<file path="src/rtl/fetch_ar_src.sv">
// Instruction-fetch source: owns the fetch PC, issues in-order imem reads,
// buffers returned words and hands {inst, pc+4} to IF with valid/ready.
// A one-cycle pc_opt pulse flushes buffered and in-flight fetches and
// restarts fetching at pc_target.
module fetch_ar_src #(
    parameter logic [31:0] RESET_PC = 32'h8000_0000,
    parameter int unsigned DEPTH    = 4
) (
    input  logic        clk,
    input  logic        rst,
    output logic        imem_req_valid,
    input  logic        imem_req_ready,
    output logic [31:0] imem_req_addr,
    input  logic        imem_rsp_valid,
    input  logic [31:0] imem_rsp_data,
    output logic        AR_valid,
    output logic [31:0] AR_inst,
    output logic [31:0] PC_snpc,
    input  logic        ready,
    input  logic        pc_opt,
    input  logic [31:0] pc_target
);

    localparam int unsigned AW = $clog2(DEPTH);
    localparam int unsigned CW = AW + 1;
    localparam int unsigned SW = CW + 2;

    typedef struct packed {
        logic [31:0] inst;
        logic [31:0] snpc;
    } entry_t;

    entry_t          fifo [DEPTH];
    logic [AW-1:0]   head;
    logic [AW-1:0]   tail;
    logic [CW-1:0]   count;
    logic [CW-1:0]   inflight;
    logic [CW-1:0]   drop;
    logic [31:0]     pc;

    logic [SW-1:0]   occupancy;
    logic            req_fire;
    logic            rsp_keep;
    logic            rsp_drop;
    logic            push;
    logic            pop;
    logic [31:0]     rsp_pc;
    entry_t          head_entry;

    // Handshake decode, occupancy limit and head presentation
    always_comb begin
        occupancy      = SW'(inflight) + SW'(count) + SW'(drop);
        imem_req_valid = (occupancy < SW'(DEPTH)) && !pc_opt;
        imem_req_addr  = pc;
        req_fire       = imem_req_valid && imem_req_ready;
        rsp_keep       = imem_rsp_valid && (drop == '0);
        rsp_drop       = imem_rsp_valid && (drop != '0);
        push           = rsp_keep && !pc_opt;
        AR_valid       = (count != '0) && !pc_opt;
        pop            = AR_valid && ready;
        // Requests are sequential, so the oldest live request sits inflight words behind pc
        rsp_pc         = pc - (32'(inflight) << 2);
        head_entry     = fifo[head];
        AR_inst        = '0;
        PC_snpc        = '0;
        if (count != '0) begin
            AR_inst = head_entry.inst;
            PC_snpc = head_entry.snpc;
        end
    end

    // Control state: PC, FIFO pointers and outstanding-request counters
    always_ff @(posedge clk) begin
        if (!rst) begin
            pc       <= RESET_PC;
            head     <= '0;
            tail     <= '0;
            count    <= '0;
            inflight <= '0;
            drop     <= '0;
        end else if (pc_opt) begin
            pc       <= pc_target;
            head     <= '0;
            tail     <= '0;
            count    <= '0;
            inflight <= '0;
            // Everything still owed by memory becomes stale; a response this cycle settles one
            drop     <= drop + inflight - CW'(imem_rsp_valid);
        end else begin
            if (req_fire) begin
                pc <= pc + 32'd4;
            end
            if (push) begin
                tail <= tail + AW'(1);
            end
            if (pop) begin
                head <= head + AW'(1);
            end
            count    <= count + CW'(push) - CW'(pop);
            inflight <= inflight + CW'(req_fire) - CW'(rsp_keep);
            drop     <= drop - CW'(rsp_drop);
        end
    end

    // Buffer storage, written at the tail on a kept response
    always_ff @(posedge clk) begin
        if (push) begin
            fifo[tail] <= '{inst: imem_rsp_data, snpc: rsp_pc + 32'd4};
        end
    end

    // Memory must never answer a request that was not issued
    rsp_legal: assert property (@(posedge clk) disable iff (!rst)
        imem_rsp_valid |-> ((inflight != '0) || (drop != '0)));

endmodule
</file>
<file path="config.mk">
export PLATFORM = sky130hd
export DESIGN_NAME = fetch_ar_src
export DESIGN_NICKNAME = d
export VERILOG_FILES = /design/src/rtl/fetch_ar_src.sv
export SDC_FILE = /design/constraint.sdc
export NUM_CORES = 1
export LEC_CHECK = 0
export ABC_AREA = 1
export ABC_CLOCK_PERIOD_IN_PS = 7100
export CORE_UTILIZATION = 54
export DETAILED_ROUTE_END_ITERATION = 10
export DONT_BUFFER_PORTS = 1
export HOLD_SLACK_MARGIN = 0.1
export PLACE_DENSITY = 0.75
export REMOVE_ABC_BUFFERS = 1
export SLEW_MARGIN = 20
export SYNTH_ARGS = -nofsm -noshare
export SYNTH_HDL_FRONTEND = slang
export SYNTH_SLANG_ARGS = --single-unit
</file>
<file path="constraint.sdc">
create_clock -name clk -period 7.1 [get_ports clk]
set_input_delay 1.42 -clock clk [delete_from_list [all_inputs] [get_ports clk]]
set_output_delay 1.42 -clock clk [all_outputs]
set_load 0.02 [all_outputs]
</file>
==> reports/metrics.csv <==
metric,value,unit
drive_gt1_share,4.56,%
core_area,0.0280,sq mm
cp_data_required_time,5.68,ns
synth_edf_count,256,
place_congestion,0.941,
post-route-period-util,64.1,%
arrival,3.13,ns
antenna_found_initial,0,
numCtsBuffers,31,
start_util,55.3,%
drtIter0Drc,862,
ios,168,
cap_violations,0,
slew_headroom,31.2,%
rows,61,
yosysWarnings,0,
gr-usage-met3,5.15,%
postSynth.asyncResetShare,0,%
ctsHoldBuffers,0,
fin_worst_skew,0.00967,ns
p_per_area,279,mW/mm^2
startpoint_type,register,
first_pass_iters,5,
max_slew.worst_pin.slew,1.03,ns
use_met2,40.3,%
p_leak,6.72,nW
cts_max_level,1,
synthCells,1711,
ys_seq_area_share,55.7,%
grt_pass1_vias,11000,
clk_path_buf_depth,3,
crit_fanout,66,
fin_tns_setup,0,ns
totalWireLength,35.9,mm
grt_use_total,24.6,%
dieArea,0.0294,sq mm
top_usage_layer,met2,
dpl_cell_area,0.0158,sq mm
critPathKind,register to primary output,
cts_sinks,303,
cts_tree,yes,
syn_avg_cell_area,9.06,sq um
drc,0,
avgViaCountPerCell,5.52,
finish.instance_area,0.0169,sq mm
ys.flop_type,edfxtp_1,
portBuffers,0,
die_x,171,um
min_path_type,register to register,
grtUsageMet1,33.5,%
drtAntennaViolNets,0,
slew_viol_final,0,
status,finished clean,
n_antenna_cell,0,
grt_pass1_wl,56.9,mm
fmax,220,MHz
ys_seq_elements,303,
worstSetupEndpointType,primary output,
die_h,171,um
ir_worst_vdd,169,uV
path_clk_slew,0.06,ns
grt_setup_unrepaired,false,
clock_latency,0.57,ns
vias,11500,
synthDistinctLibCells,36,
nets,1839,
wire_per_inst,17.2,um
overflow,0,
grt_max_degree,95,
cts.repair.resized,0,
finalSetupViolCount,0,
hold_viol,0,
hpwl,23.8,mm
post_cts_buffers,0,
min_period,4.55,ns
final_util,60.2,%
cts_root_buf,clkbuf_16,
synth_area,0.0155,sq mm
syn_to_final_growth,8.78,%
power,4.70,mW
-- state kept, by name, indices dropped and copies added, names as in the netlist, named ones only --
name,flops
head,2
drop,3
inflight,3
fifo,256
tail,2
count,3
imem_req_addr,32
-- through the flow --
step                      std cells  setup slack (ns)  hold slack [ns]
after CTS                      2087              2.54            0.472
after global routing           2088              2.31            0.510
final                          2088              2.55            0.469
after detailed placement       2033              2.66            0.460
after global placement         2033              2.77            0.445
after floorplan                1645              1.41            0.436
-- synthesized netlist by cell type (3+ instances only) --
library cell	n	area share, %
buf_4	4	0.19
inv_1	147	3.6
nand2_1	300	7.3
nand3_1	84	2.7
nor2_4	3	0.22
o21bai_1	3	0.15
nor2_1	336	8.1
a21oi_1	134	4.3
and2_1	3	0.12
o21ai_0	169	5.5
dfxtp_1	47	6.1
ha_1	74	6.0
fa_1	6	0.78
buf_1	17	0.41
xnor2_1	6	0.34
edfxtp_1	256	50
nor3_1	8	0.26
o21ai_1	7	0.23
nand4_1	17	0.69
inv_2	3	0.073
xor2_1	24	1.4
clkbuf_1	27	0.65
buf_2	18	0.58
-- layout make-up --
| cell class | instances | area, sq um |
|---|---|---|
| fill | 2373 | 11200 |
| sequential | 303 | 8630 |
| multi-input combinational | 1191 | 6060 |
| clock buffer | 36 | 795 |
| inverter | 151 | 567 |
| tap | 378 | 473 |
| clock inverter | 18 | 239 |
| timing repair buffer | 11 | 95.1 |
-- metal layers --
layer,wire length (um),share of wire [%]
met5,0,0
met4,762,2.1
met3,2760,7.7
met2,16500,46
met1,15800,44
-- worst max-delay path, cell delays in order (launching register included) --
cell and delay [ns]:
dfxtp_4 0.46, inv_2 0.72, buf_4 0.61, o21ai_0 0.18, a21oi_1 0.53
-- path summary, 6_finish.rpt --
check,cells past startpoint,startpoint,slack (ns),endpoint
min reg2reg,2,head[1],0.47,register
min,2,head[1],0.47,register
max,4,register,2.55,PC_snpc[10]
max reg2reg,15,count[1],3.08,inflight[2]
-- logic make-up after synthesis --
group / after synthesis / synth area share (%)
adder cells (fa/ha/maj): 80 / 6.75
buffers and inverters: 217 / 5.50
XOR/XNOR: 30 / 1.70
AND/OR/NAND/NOR: 762 / 19.9
flip-flops: 303 / 55.7
AO/OA/AOI/OAI: 319 / 10.5
-- power breakdown --
part	switching (mW)	internal, mW	total [mW]
clock	0.665	0.984	1.65
sequential	0.0718	2.11	2.18
combinational	0.617	0.253	0.870
total	1.35	3.35	4.70
-- cells in the final DEF (no fill, tap or decap), drive strengths merged, types with 11 or more instances in the layout --
| master | Yosys | layout |
|---|---|---|
| nor2 | 341 | 341 |
| nand2 | 302 | 302 |
| edfxtp | 256 | 256 |
| o21ai | 178 | 178 |
| inv | 150 | 154 |
| a21oi | 134 | 134 |
| nand3 | 84 | 84 |
| ha | 74 | 74 |
| dfxtp | 47 | 47 |
| clkbuf | 27 | 36 |
| xor2 | 24 | 24 |
| nand4 | 17 | 17 |
| buf | 39 | 11 |
Power figures use the tool's default switching activity.
